$ cat src/rtl/multicycle_ctrl.sv
// ---------------------------------------------------------------------------
// multicycle_ctrl
//   Multi-cycle control FSM for a MIPS-subset datapath
//   (ADD/SUB/AND/OR/SLT, ADDI/LW/SW/SLTI/BEQ). It steps through
//   FETCH/DECODE/EXEC/MEM/WB and drives the datapath's write strobes and mux
//   selects. Instruction fetch and data access share a single memory port
//   through a req/ack handshake. The block counts retired instructions and
//   halts on an illegal opcode or when a memory access times out.
//
// Ports
//   clk_i, rst_i            clock, synchronous active-high reset
//   run_i                   execute enable, sampled at instruction boundaries
//   op_i, funct_i           instr[31:26] / instr[5:0] from the instruction reg
//   zero_i                  ALU result == 0 (used for BEQ in EXEC)
//   mem_ack_i               memory completes the current access this cycle
//   mem_read_o/mem_write_o  memory requests, held until ack
//   i_or_d_o                memory address: 0 = PC, 1 = ALUOut
//   ir_write_o, pc_write_o  instruction-register / PC load strobes
//   pc_src_o                PC input: 0 = ALU result, 1 = ALUOut
//   alu_src_a_o/_b_o        ALU operand selects
//   alu_op_o                0 ADD, 1 SUB, 2 AND, 3 OR, 4 SLT
//   reg_write_o, reg_dst_o, mem_to_reg_o   register-file write controls
//   state_o                 0 IDLE .. 6 HALT
//   illegal_o, timeout_o    sticky error flags
//   instr_cnt_o             retired-instruction count (wraps)
// ---------------------------------------------------------------------------
module multicycle_ctrl #(
    parameter int MEM_TIMEOUT = 16,   // 1..255
    parameter int CNT_W       = 32
) (
    input  logic             clk_i,
    input  logic             rst_i,
    input  logic             run_i,
    input  logic [5:0]       op_i,
    input  logic [5:0]       funct_i,
    input  logic             zero_i,
    input  logic             mem_ack_i,
    output logic             mem_read_o,
    output logic             mem_write_o,
    output logic             i_or_d_o,
    output logic             ir_write_o,
    output logic             pc_write_o,
    output logic             pc_src_o,
    output logic             alu_src_a_o,
    output logic [1:0]       alu_src_b_o,
    output logic [2:0]       alu_op_o,
    output logic             reg_write_o,
    output logic             reg_dst_o,
    output logic             mem_to_reg_o,
    output logic [2:0]       state_o,
    output logic             illegal_o,
    output logic             timeout_o,
    output logic [CNT_W-1:0] instr_cnt_o
);

    typedef enum logic [2:0] {
        S_IDLE   = 3'd0,
        S_FETCH  = 3'd1,
        S_DECODE = 3'd2,
        S_EXEC   = 3'd3,
        S_MEM    = 3'd4,
        S_WB     = 3'd5,
        S_HALT   = 3'd6
    } state_t;

    localparam logic [5:0] OP_RTYPE = 6'h00;
    localparam logic [5:0] OP_BEQ   = 6'h04;
    localparam logic [5:0] OP_ADDI  = 6'h08;
    localparam logic [5:0] OP_SLTI  = 6'h0A;
    localparam logic [5:0] OP_LW    = 6'h23;
    localparam logic [5:0] OP_SW    = 6'h2B;

    localparam logic [5:0] FN_ADD = 6'h20;
    localparam logic [5:0] FN_SUB = 6'h22;
    localparam logic [5:0] FN_AND = 6'h24;
    localparam logic [5:0] FN_OR  = 6'h25;
    localparam logic [5:0] FN_SLT = 6'h2A;

    localparam logic [2:0] ALU_ADD = 3'd0;
    localparam logic [2:0] ALU_SUB = 3'd1;
    localparam logic [2:0] ALU_AND = 3'd2;
    localparam logic [2:0] ALU_OR  = 3'd3;
    localparam logic [2:0] ALU_SLT = 3'd4;

    // Last wait-count value at which an ack is still accepted.
    localparam logic [7:0] WAIT_LAST = 8'(MEM_TIMEOUT - 1);

    state_t           state;
    logic [5:0]       op_q;
    logic [5:0]       funct_q;
    logic [7:0]       wait_cnt;
    logic             illegal_q;
    logic             timeout_q;
    logic [CNT_W-1:0] instr_cnt_q;

    function automatic logic is_legal(input logic [5:0] op, input logic [5:0] fn);
        case (op)
            OP_RTYPE: return (fn == FN_ADD) || (fn == FN_SUB) || (fn == FN_AND) ||
                             (fn == FN_OR)  || (fn == FN_SLT);
            OP_BEQ, OP_ADDI, OP_SLTI, OP_LW, OP_SW: return 1'b1;
            default:  return 1'b0;
        endcase
    endfunction

    function automatic logic [2:0] r_alu_op(input logic [5:0] fn);
        case (fn)
            FN_SUB:  return ALU_SUB;
            FN_AND:  return ALU_AND;
            FN_OR:   return ALU_OR;
            FN_SLT:  return ALU_SLT;
            default: return ALU_ADD;
        endcase
    endfunction

    logic wait_expired;
    logic retire;
    logic in_access;

    assign in_access    = (state == S_FETCH) || (state == S_MEM);
    assign wait_expired = (wait_cnt == WAIT_LAST) && !mem_ack_i;
    assign retire       = ((state == S_EXEC) && (op_q == OP_BEQ)) ||
                          ((state == S_MEM)  && (op_q == OP_SW) && mem_ack_i) ||
                          (state == S_WB);

    // NOTE: sequential state uses non-blocking assignments only, so every
    // register samples pre-edge values regardless of statement order.
    always_ff @(posedge clk_i) begin
        // NOTE: reset is synchronous; it is only seen on a rising clock edge.
        if (rst_i) begin
            state       <= S_IDLE;
            op_q        <= '0;
            funct_q     <= '0;
            wait_cnt    <= '0;
            illegal_q   <= 1'b0;
            timeout_q   <= 1'b0;
            instr_cnt_q <= '0;
        end else begin
            case (state)
                S_IDLE: if (run_i) state <= S_FETCH;
                S_FETCH: begin
                    if (mem_ack_i) begin
                        state <= S_DECODE;
                    end else if (wait_expired) begin
                        state     <= S_HALT;
                        timeout_q <= 1'b1;
                    end
                end
                S_DECODE: begin
                    op_q    <= op_i;
                    funct_q <= funct_i;
                    if (is_legal(op_i, funct_i)) begin
                        state <= S_EXEC;
                    end else begin
                        state     <= S_HALT;
                        illegal_q <= 1'b1;
                    end
                end
                S_EXEC: begin
                    case (op_q)
                        OP_LW, OP_SW: state <= S_MEM;
                        OP_BEQ:       state <= run_i ? S_FETCH : S_IDLE;
                        default:      state <= S_WB;
                    endcase
                end
                S_MEM: begin
                    if (mem_ack_i) begin
                        if (op_q == OP_LW) state <= S_WB;
                        else               state <= run_i ? S_FETCH : S_IDLE;
                    end else if (wait_expired) begin
                        state     <= S_HALT;
                        timeout_q <= 1'b1;
                    end
                end
                S_WB:    state <= run_i ? S_FETCH : S_IDLE;
                S_HALT:  state <= S_HALT;
                default: state <= S_IDLE;
            endcase

            // Counts unacknowledged cycles of the current access; any other
            // state or an ack clears it, so each FETCH/MEM entry starts at 0.
            if (in_access && !mem_ack_i) wait_cnt <= wait_cnt + 8'd1;
            else                         wait_cnt <= '0;

            if (retire) instr_cnt_q <= instr_cnt_q + CNT_W'(1);
        end
    end

    // NOTE: every output gets a default before the case so no latch is
    // inferred for states that leave a signal unassigned.
    always_comb begin
        mem_read_o   = 1'b0;
        mem_write_o  = 1'b0;
        i_or_d_o     = 1'b0;
        ir_write_o   = 1'b0;
        pc_write_o   = 1'b0;
        pc_src_o     = 1'b0;
        alu_src_a_o  = 1'b0;
        alu_src_b_o  = 2'd0;
        alu_op_o     = ALU_ADD;
        reg_write_o  = 1'b0;
        reg_dst_o    = 1'b0;
        mem_to_reg_o = 1'b0;
        state_o      = 3'd0;
        illegal_o    = 1'b0;
        timeout_o    = 1'b0;
        instr_cnt_o  = '0;
        // Everything is forced low while reset is asserted, which also drops
        // any in-flight memory request immediately.
        if (!rst_i) begin
            state_o     = state;
            illegal_o   = illegal_q;
            timeout_o   = timeout_q;
            instr_cnt_o = instr_cnt_q;
            case (state)
                S_FETCH: begin
                    mem_read_o  = 1'b1;
                    alu_src_b_o = 2'd1;
                    ir_write_o  = mem_ack_i;
                    pc_write_o  = mem_ack_i;
                end
                S_DECODE: alu_src_b_o = 2'd3;   // precompute branch target
                S_EXEC: begin
                    alu_src_a_o = 1'b1;
                    case (op_q)
                        OP_RTYPE: alu_op_o = r_alu_op(funct_q);
                        OP_ADDI, OP_LW, OP_SW: alu_src_b_o = 2'd2;
                        OP_SLTI: begin
                            alu_src_b_o = 2'd2;
                            alu_op_o    = ALU_SLT;
                        end
                        OP_BEQ: begin
                            alu_op_o   = ALU_SUB;
                            pc_write_o = zero_i;
                            pc_src_o   = zero_i;
                        end
                        default: ;
                    endcase
                end
                S_MEM: begin
                    i_or_d_o    = 1'b1;
                    mem_read_o  = (op_q == OP_LW);
                    mem_write_o = (op_q == OP_SW);
                end
                S_WB: begin
                    reg_write_o  = 1'b1;
                    reg_dst_o    = (op_q == OP_RTYPE);
                    mem_to_reg_o = (op_q == OP_LW);
                end
                default: ;
            endcase
        end
    end

endmodule

$ cat config.mk
export PLATFORM = sky130hd
export DESIGN_NAME = multicycle_ctrl
export DESIGN_NICKNAME = d
export VERILOG_FILES = /design/src/rtl/multicycle_ctrl.sv
export SDC_FILE = /design/constraint.sdc
export NUM_CORES = 1
export LEC_CHECK = 0
export ABC_AREA = 1
export CORE_AREA = 10 10 99 101
export DETAILED_ROUTE_END_ITERATION = 10
export DIE_AREA = 0 0 109 111
export GPL_ROUTABILITY_DRIVEN = 0
export PLACE_DENSITY = 0.81
export SYNTH_ARGS = -nofsm -noshare
export SYNTH_HDL_FRONTEND = slang
export SYNTH_SLANG_ARGS = --single-unit
export TNS_END_PERCENT = 20
$ cat constraint.sdc
create_clock -name clk_i -period 1.5 [get_ports clk_i]
set_input_delay 0.3 -clock clk_i [delete_from_list [all_inputs] [get_ports clk_i]]
set_output_delay 0.3 -clock clk_i [all_outputs]
set_load 0.02 [all_outputs]
Yosys cells after proc, flatten, opt, wreduce, memory -nomap -nowiden

Index checks and enable logic that the tools add are counted.

Register bits: 57
Latch bits: 0
RAM bits: 0
ROM bits: 0
Input bits: 17
Output and inout bits: 52
Word-level logic and storage cells: 106
Memories: 0

Add/sub/neg operators: 2
Multiply operators: 0
Div/mod/pow operators: 0
Magnitude comparators: 0
Equality and inequality tests: 27
Shift operators: 0
Muxes and demuxes: 44
Bitwise operators: 3
Reductions and logical operators: 23

Operator list:

| operator                | count |
|---|---|
| $eq A6 B6 Y1 const B    | 13 |
| $add A32 B1 Y32 const B | 1 |
| $mux W32                | 1 |
| $mux W3                 | 9 |
| $eq A6 B4 Y1 const B    | 4 |
| $mux W1                 | 24 |
| $pmux W3 S7             | 1 |
| $eq A6 B3 Y1 const B    | 2 |
| $logic_not A6 Y1        | 2 |
| $pmux W3 S4             | 1 |
| $eq A3 B3 Y1 const B    | 3 |
| $pmux W3 S3             | 1 |
| $add A8 B1 Y8 const B   | 1 |
| $eq A8 B4 Y1 const B    | 1 |
| $logic_or A1 B1 Y1      | 7 |
| $eq A3 B2 Y1 const B    | 2 |
| $pmux W1 S2             | 3 |
| $pmux W2 S3             | 1 |
| $pmux W3 S2             | 1 |
| $reduce_or A2 Y1        | 3 |
| $logic_and A1 B1 Y1     | 5 |
| $reduce_or A5 Y1        | 1 |
| $mux W2                 | 2 |
| $reduce_or A4 Y1        | 1 |
| other kinds (7)         | 9 |

Logic depth before layout (Yosys ltp)

Gate-level depths: netlist of the first run.

Depth after elaboration: 10
Gate-level depth with buffers: 11
Mapped depth without buffers: 10

Worst setup path after synthesis of the first run

No wires, ideal clock.

Path type: flip-flop to output port
Start point: register state[0]
End point: output port alu_op_o[0]
Arrival time: 1,766 ps
Setup slack: -566 ps
Cell stages (with the launch flop): 9
Path buffers: 0
Cells stage by stage: dfxtp_1 nand2_1 nor2_2 inv_1 nor2_1 inv_1 nor4_4 nand2_1 o21ai_0

Longest elaborated chain between the ends: 3

Ends and longest elaborated chain:

| element                  | RTL line | text |
|---|---|---|
| start: declaration       | 88       | `state_t state;` |
| start signal: assignment | 161      | `OP_BEQ: state <= run_i ? S_FETCH : S_IDLE;` |
| start signal: assignment | 168      | `else state <= run_i ? S_FETCH : S_IDLE;` |
| start signal: assignment | 174      | `S_WB: state <= run_i ? S_FETCH : S_IDLE;` |
| $eq A3 B2 Y1             | 214      | `case (state)` |
| $mux W3                  | 214      |  |
| $mux W3                  | 209      | `if (!rst_i) begin` |
| end: declaration         | 46       | `output logic [2:0] alu_op_o,` |

No other way between the ends.

Worst setup path in the final report of the first run

Start point: register op_q[0]
End point: output port alu_op_o[0]

Longest elaborated chain between the ends: 4
Elaborated cells between the ends (all ways): 6
Classes of those cells: 2 x eq/ne; 3 x mux; 1 x reduce/logical

Ends and longest elaborated chain:

| element                              | RTL line | text |
|---|---|---|
| start: declaration                   | 89       | `logic [5:0] op_q;` |
| start signal: assignment             | 149      | `op_q <= op_i;` |
| $eq A6 B3 Y1 (tied with other cells) | 224      | `case (op_q)` |
| $pmux W3 S3 *                        | 224      |  |
| $mux W3 *                            | 214      |  |
| $mux W3 *                            | 209      |  |

Mark *: on every way between the ends. The rest lies on a longest branch, timed or not.

==> results of run 1 <==
## metrics by stage
| stage | setup TNS [ns] | power (mW) | utilization [%] | worst slack, ns |
|---|---|---|---|---|
| after detailed placement | -30.47 | 3.57 | 63.6 | -0.594 |
| after floorplan | -1.17 | 2.67 | - | -0.325 |
| after global routing | -21.06 | 6.71 | 74.7 | -0.622 |
| final | -14.72 | 6.52 | 74.7 | -0.585 |
| after global placement | -27.73 | 3.49 | 63.6 | -0.557 |
| after CTS | -8.50 | 5.57 | 69.6 | -0.371 |
## sequential cells by signal, indices dropped and copies added, names as in the netlist
signal / flops
op_q: 6
instr_cnt_q: 32
state: 3
wait_cnt: 8
illegal_q: 1
timeout_q: 1
funct_q: 6
## layout by cell type (no fill, tap or decap), types with 13 or more instances in the layout
cell / synthesis / final
nand2_1: 141 / 131
clkbuf_8: 0 / 13
nor2_4: 0 / 17
dfxtp_2: 0 / 21
nand3_1: 40 / 33
dfxtp_1: 57 / 34
buf_6: 1 / 28
a21oi_1: 42 / 33
nor2_1: 129 / 107
clkdlybuf4s50_1: 0 / 15
inv_1: 84 / 68
nand4_1: 27 / 27
buf_4: 4 / 101
## final timing paths
path	start	to	slack, ns	cells past startpoint
setup / recovery	op_q[0]$_SDFFE_PP0P_	alu_op_o[0]	-0.58	6
hold / removal	rst_i	instr_cnt_q[16]$_SDFFE_PP0P_	0.44	3
setup reg to reg	op_q[5]$_SDFFE_PP0P_	state[0]$_SDFFE_PP0P_	-0.56	15
hold reg to reg	wait_cnt[0]$_SDFF_PP0_	wait_cnt[0]$_SDFF_PP0_	0.47	1
## power groups by stage
stage	registers (mW)	logic [mW]	clock network, mW
global route	1.83	3.21	1.66
global placement	1.77	1.72	0
CTS	1.80	2.18	1.59
floorplan	1.79	0.878	0
finish	1.83	3.09	1.60
detailed placement	1.79	1.78	0
## final cells by class
class                      count  area [sq um]
fill                         506          2020
timing repair buffer         187          1690
multi-input combinational    444          2400
clock buffer                  13           179
sequential                    57          1170
tap                          105           131
clock inverter                 2          35.0
inverter                      87           342
## worst max-delay path, delay by kind of cell, from the launching register on
| kind | cells | cell delay (ns) |
|---|---|---|
| and+or+nand+nor | 4 | 0.87 |
| DFF | 1 | 0.35 |
| buffers and inverters | 1 | 0.13 |
| AOI/OAI and AO/OA | 1 | 0.08 |
## synth_stat cells
library cell | n | area, sq um
nand2_1 | 141 | 529
nor2_1 | 129 | 484
inv_1 | 84 | 315
dfxtp_1 | 57 | 1140
a21oi_1 | 42 | 210
nand3_1 | 40 | 200
nand4_1 | 27 | 169
o21ai_0 | 18 | 90.1
nor3_1 | 11 | 55.1
clkbuf_1 | 10 | 37.5
xor2_1 | 8 | 70.1
nor2_2 | 7 | 43.8
buf_4 | 4 | 30.0
a31oi_1 | 3 | 18.8
buf_2 | 3 | 15.0
nand3_2 | 3 | 30.0
and3_1 | 2 | 12.5
buf_1 | 2 | 7.51
ha_1 | 2 | 25.0
inv_2 | 2 | 7.51
o22ai_1 | 2 | 12.5
a31o_2 | 1 | 8.76
buf_6 | 1 | 11.3
clkinv_1 | 1 | 3.75
nand2_2 | 1 | 6.26
nor3_2 | 1 | 10.0
nor3b_1 | 1 | 7.51
nor4_1 | 1 | 6.26
nor4_4 | 1 | 21.3
o221ai_1 | 1 | 8.76
or2_2 | 1 | 6.26
xnor2_1 | 1 | 8.76
## timing repair
| action | CTS | global route |
|---|---|---|
| cloned | 0 | 2 |
| pin swaps | 14 | 32 |
| setup buffers | 11 | 16 |
| gates resized for setup | 231 | 126 |
| endpoints found under the setup margin | 95 | 101 |
## logic make-up after synthesis
logic type               count (synthesis)  synth area share, %
AND/OR/NAND/NOR                        366                 43.9
AO/OA/AOI/OAI                           67                 9.69
XOR/XNOR                                 9                 2.19
adder cells (fa/ha/maj)                  2                0.694
buffers and inverters                  107                 11.9
flip-flops                              57                 31.7
## layer usage
| metal | vias to the layer above | track usage, % |
|---|---|---|
| met3 | 84 | 5.35 |
| met5 | - | 0 |
| met4 | 0 | 10.0 |
| met1 | 2296 | 22.4 |
| met2 | 321 | 36.5 |
| li1 | 2290 | - |
==> Flow_metrics.wiki, run 1 <==
{| class="wikitable"
! Metric !! Value
|-
| Die boundary height || between 100 and 150 um
|-
| Final-report max-slew violation count || 0
|-
| Area added between synthesis and finish || 65.1%
|-
| Initial Util || ~45%
|-
| Post-synthesis sequential element count || between 50 and 60
|-
| Post-route ant nets || 0
|-
| Share of layout cells above drive strength 1 || ~37%
|-
| Row count || 33
|-
| Overall via count from detail_route || approximately 5,000
|-
| Number of distinct library cell variants in the gate-level netlist after synthesis || 32
|-
| Power density cells || approximately 1100 nW/um^2
|-
| Final WL || around 15,000 um
|-
| Sequential-to-total area share from yosys stat || between 30% and 40%
|-
| Fin cells || about 900
|-
| H-tree depth || 3
|-
| Clock tree from TritonCTS || built
|-
| # port buffers || between 60 and 70
|-
| Synthesized net count || around 630
|-
| Unrepaired setup endpoints after global routing || yes
|-
| Clock share of power || 24.6%
|-
| Ordered cell list for the critical path || nor2_4, nand3_4, nor4_4, nand2_1, o21ai_4, buf_6
|-
| Pin count of the biggest net entering global routing || between 40 and 50
|-
| Max Cap Viol || 0
|-
| Critical Path Max Stage Delay || roughly 0.35 ns
|-
| Amount of wire on met3 after detailed routing || about 1300 um
|-
| Worst vdd rail ir drop || around 0.8 mV
|-
| Peak clock frequency supported by timing || between 0.4 and 0.5 GHz
|-
| Setup Skew || 0.0137 ns
|-
| Final period util || 139%
|-
| Total track usage || a little over a fifth
|-
| Worst slew margin relative to its limit || 79.6%
|-
| Dpl cells || roughly 850
|-
| Maximum fanout count along the critical path || 3
|-
| Count of mapped cells out of synthesis || 608
|-
| Count of hold buffers inserted by post-cts repair || 0
|-
| Worst-Skew Late Latency || ~0.36 ns
|-
| Sinks on Clock Net || 57
|-
| Antenna fix cells || 0
|-
| CP arrival || ~1.8 ns
|-
| Worst hold slack across all endpoints || about 0.44 ns
|-
| Violated checks || negative setup slack
|-
| Floorplan die width || roughly 110 um
|-
| Library cell contributing the largest single delay on the critical path || dfxtp_2
|-
| DP Area || 5070 sq um
|-
| Worst Max-Slew Pin Slew || approximately 0.3 ns
|-
| Top Metal Used || met4
|-
| Final Hold Fails || 0
|-
| Static leakage || roughly 2.6 nW
|-
| Buffer depth of the longest clock path || 2
|-
| Wire length on met1 || roughly 5500 um
|-
| Power dissipated by switching net loads || between 2 and 3 mW
|-
| 1st-iter DRT viols || about 410
|-
| Critical path data required time || around 1.2 ns
|-
| Vias per Instance || ~5.6
|-
| Hpwl dp || 8640 um
|-
| Routed wl met2 || between 7000 and 8000 um
|-
| Outcome || finished, violations left
|-
| Cell at the root of the clock tree || clkbuf_8
|-
| Ports || 69
|-
| Kind of end point of the critical path || output pin
|-
| Sequential cell fraction of total power || ~28%
|-
| Switching portion of total power || 38.6%
|-
| Core area || 7970 sq um
|-
| Die Area || between 10,000 and 15,000 sq um
|-
| Gate power share || ~47%
|-
| Clock transition at the register clock pins on the worst setup and hold paths after CTS || about 0.080 ns
|-
| Drc violations || 0
|-
| Wire length of the first global-routing pass || between 20,000 and 25,000 um
|-
| Yosys warnings || 0
|-
| Crit path launch type || flip-flop
|-
| Vias in the first global route || ~4,600
|-
| Shortest period the worst path allows || about 2.1 ns
|-
| Hold Crit Class || input port to flip-flop
|-
| Average footprint of a synthesized cell || roughly 6 sq um
|-
| Initial antenna violation count || 0
|-
| Residual overflow from global routing || 0
|-
| Final setup violation count || 61
|-
| First-pass detailed-route iteration total || 5
|-
| Crit Path Class || flip-flop to output pin
|-
| Routed len/inst || ~17 um
|-
| Worst setup slack after layout || -0.585 ns
|-
| TritonCTS buffer count || 9
|-
| Mapped cell area || 3600 sq um
|-
| Post-route design area || 5950 sq um
|-
| Final #Nets || about 810
|-
| Int Pwr || around 4.0 mW
|}
No activity file was read; power rests on OpenSTA's default activity.
==> inputs of run 2 (changes only) <==
- CORE_AREA: 10 10 99 101 -> 10 10 90 92
- DIE_AREA: 0 0 109 111 -> 0 0 100 102
- DONT_BUFFER_PORTS: not set -> 1
==> Flow_metrics.wiki, run 2 (synthesis results as in run 1) <==
{| class="wikitable"
! Metric !! Value
|-
| Outcome || finished, violations left
|-
| Violated checks || negative setup slack
|-
| Start of the worst register-to-register path || op_q[5]$_SDFFE_PP0P_
|-
| Largest regs || instr_cnt_q (32), wait_cnt (8)
|-
| Ports || 69 (unchanged)
|-
| Peak clock frequency supported by timing || 0.540 GHz (+12%)
|-
| End of the worst register-to-register path || state[0]$_SDFFE_PP0P_
|-
| TritonCTS buffer count || 9 (unchanged)
|-
| Worst slew margin relative to its limit || 71.1% (-8.5 points)
|-
| Worst vdd rail ir drop || 0.779 mV (-4.7%)
|-
| 1st-iter DRT viols || 354 (-13%)
|-
| Cell at the root of the clock tree || clkbuf_8
|-
| Most frequent standard cell in the layout excluding fill and tap cells || nand2_1
|-
| Row count || 29 (-12%)
|-
| Filler Cells Inserted || 470 (-7.1%)
|-
| Initial antenna violation count || 0 (unchanged)
|-
| Gate power share || 33.9% (-14 points)
|-
| Switching portion of total power || 35.6% (-2.9 points)
|-
| Crit Path Class || flip-flop to output pin
|-
| Final WL || 11,400 um (-26%)
|-
| CP arrival || 1.55 ns (-0.23 ns)
|-
| Residual overflow from global routing || 0 (unchanged)
|-
| Hpwl dp || 7810 um (-9.7%)
|-
| Power density cells || 1120 nW/um^2 (+1.7%)
|-
| Flip-flop count of the largest register after layout || 32 (unchanged)
|-
| Power dissipated by switching net loads || 1.86 mW (-26%)
|-
| Logic depth of the worst register-to-register path || 12 (-3)
|-
| Clock tree from TritonCTS || built
|-
| First-pass detailed-route iteration total || 5 (unchanged)
|-
| Critical Path Max Stage Delay || 0.36 ns (about the same)
|-
| H-tree depth || 3 (unchanged)
|-
| Library cell contributing the largest single delay on the critical path || dfxtp_4
|-
| Critical path data required time || 1.20 ns (about the same)
|-
| Drc violations || 0 (unchanged)
|-
| Crit path launch type || flip-flop
|-
| Overall via count from detail_route || 4,220 (-15%)
|-
| Post-route setup TNS || -5.35 ns (+9.38 ns)
|-
| Pin count of the biggest net entering global routing || 66 (+57%)
|-
| Int Pwr || 3.35 mW (-16%)
|-
| Floorplan die width || 100 um (-8.3%)
|-
| Final period util || 124% (-15 points)
|-
| Setup Skew || 0.00971 ns (-0.00398 ns)
|-
| Final setup violation count || 40 (-34%)
|-
| Setup slack, reg-to-reg || -0.13 ns (+0.43 ns)
|-
| Endpoint, Worst Hold || state[1]$_SDFFE_PP0P_
|-
| Die Area || 10,200 sq um (-16%)
|-
| Vias per Instance || 5.63 (+0.90%)
|-
| Maximum fanout count along the critical path || 3 (unchanged)
|-
| Most flops, register || instr_cnt_q
|-
| Antenna fix cells || 0 (unchanged)
|-
| Sinks on Clock Net || 57 (unchanged)
|-
| Core area || 6280 sq um (-21%)
|-
| Worst Max-Slew Pin Slew || 0.432 ns (+0.128 ns)
|-
| Area added between synthesis and finish || 29.7%
|-
| Post-route ant nets || 0 (unchanged)
|-
| Share of layout cells above drive strength 1 || 25.7% (-11 points)
|-
| Dpl ws || -0.0718 ns (+0.522 ns)
|-
| DP Area || 4110 sq um (-19%)
|-
| Routed len/inst || 15.2 um (-12%)
|-
| Final-report max-slew violation count || 0 (unchanged)
|-
| Unrepaired setup endpoints after global routing || yes
|-
| Initial Util || 57.4% (+12 points)
|-
| Sequential cell fraction of total power || 35.6% (+7.6 points)
|-
| Vias in the first global route || 4,106 (-11%)
|-
| Dpl cells || 726 (-15%)
|-
| Ordered cell list for the critical path || nor2_4, buf_6, nand4_1, nand2_1, nand2_1, a21oi_2, buf_4
|-
| Final Hold Fails || 0 (unchanged)
|-
| Static leakage || 1.86 nW (-29%)
|-
| Most frequent cells in the layout || nand2_1 (132), nor2_1 (95), inv_1 (78)
|-
| Final #Nets || 687 (-15%)
|-
| Die boundary height || 102 um (-8.1%)
|-
| Buffer depth of the longest clock path || 2 (unchanged)
|-
| Max Cap Viol || 0 (unchanged)
|-
| Total track usage || 22.0% (+1.2 points)
|-
| # port buffers || 0 (-100%)
|-
| Hold Crit Class || input port to flip-flop
|-
| Hold Path Cell Cnt || 1 (-2)
|-
| Wire length of the first global-routing pass || 18,800 um (-11%)
|-
| Count of hold buffers inserted by post-cts repair || 0 (unchanged)
|-
| Worst hold slack across all endpoints || 0.0188 ns (-0.418 ns)
|-
| Worst-Skew Late Latency || 0.34 ns (-0.02 ns)
|-
| Kind of end point of the critical path || output pin
|-
| Fin cells || 750 (-16%)
|-
| Post-route design area || 4670 sq um (-21%)
|-
| Hold path start || rst_i
|-
| Shortest period the worst path allows || 1.85 ns (-0.232 ns)
|-
| Top cell by count, worst path || nand2_1
|-
| Worst setup slack after layout || -0.353 ns (+0.232 ns)
|-
| Clock transition at the register clock pins on the worst setup and hold paths after CTS || 0.07 ns (about the same)
|-
| Clock share of power || 30.5% (+5.9 points)
|}
run 2: cell types whose count changed in the layout (fill, tap and decap cells not counted), moves of 10 or more:
| cell | change |
|---|---|
| clkdlybuf4s15_2 | -11 |
| dfxtp_2 | -12 |
| nor2_2 | +16 |
| buf_4 | -41 |
| inv_1 | +10 |
| buf_6 | -21 |
| nor2_1 | -12 |
| clkbuf_2 | -11 |
| dfxtp_1 | +11 |
| clkdlybuf4s50_1 | -15 |
run 2: power by group through the flow:
| stage | clock, mW | combinational (mW) | sequential, mW |
|---|---|---|---|
| 2_1_floorplan | 0 | 0.878 | 1.79 |
| 3_5_place_dp | 0 | 1.37 | 1.82 |
| 6_report | 1.59 | 1.77 | 1.86 |
| 5_1_grt | 1.67 | 1.90 | 1.87 |
| 3_3_place_gp | 0 | 1.33 | 1.81 |
| 4_1_cts | 1.58 | 1.63 | 1.84 |
run 2: worst max-delay path: cells and delay by family (launching register included):
kind	cells	cell delay, ns
buffers and inverters	2	0.28
DFF	1	0.36
AOI/OAI and AO/OA	1	0.12
and+or+nand+nor	4	0.45
run 2: what timing repair did:
item                                    4_1_cts  5_1_grt
endpoints found under the setup margin       48       72
pin swaps                                    14        3
gates resized for setup                      69       24
endpoints found under the hold margin         0        0
setup buffers                                 6        2
run 2: worst max-delay path by stage:
| stage | end | start | cells past startpoint |
|---|---|---|---|
| finish | alu_src_b_o[1] | op_q[5]$_SDFFE_PP0P_ | 7 |
| global route | alu_op_o[0] | state[1]$_SDFFE_PP0P_ | 8 |
| CTS | alu_op_o[0] | state[0]$_SDFFE_PP0P_ | 8 |
| detailed placement | instr_cnt_q[15]$_SDFFE_PP0P_ | instr_cnt_q[6]$_SDFFE_PP0P_ | 8 |
| global placement | reg_dst_o | op_q[3]$_SDFFE_PP0P_ | 5 |
| floorplan | alu_op_o[0] | state[1]$_SDFFE_PP0P_ | 8 |
run 2: final cells by class:
type	count	area, sq um	area share, %
repair buffers	69	569	12.2
flip-flops and latches	57	1160	24.9
well taps	77	96.3	2.06
inverters	87	329	7.04
clock buffers	10	128	2.73
multi-input cells	444	2300	49.3
clock inverters	6	82.6	1.77
run 2: per-stage QoR:
stage | total power, mW | util (%)
after floorplan | 2.67 | -
after global placement | 3.14 | 65.5
after detailed placement | 3.19 | 65.5
after CTS | 5.05 | 73.0
after global routing | 5.44 | 74.4
final | 5.21 | 74.4
run 2: routing by layer:
layer	wire length, um	part of all wire, %	track usage, %
met1	4290	38	23.7
met2	5870	51	39.2
met3	956	8.4	6.75
met4	303	2.7	9.35
met5	0	0	0
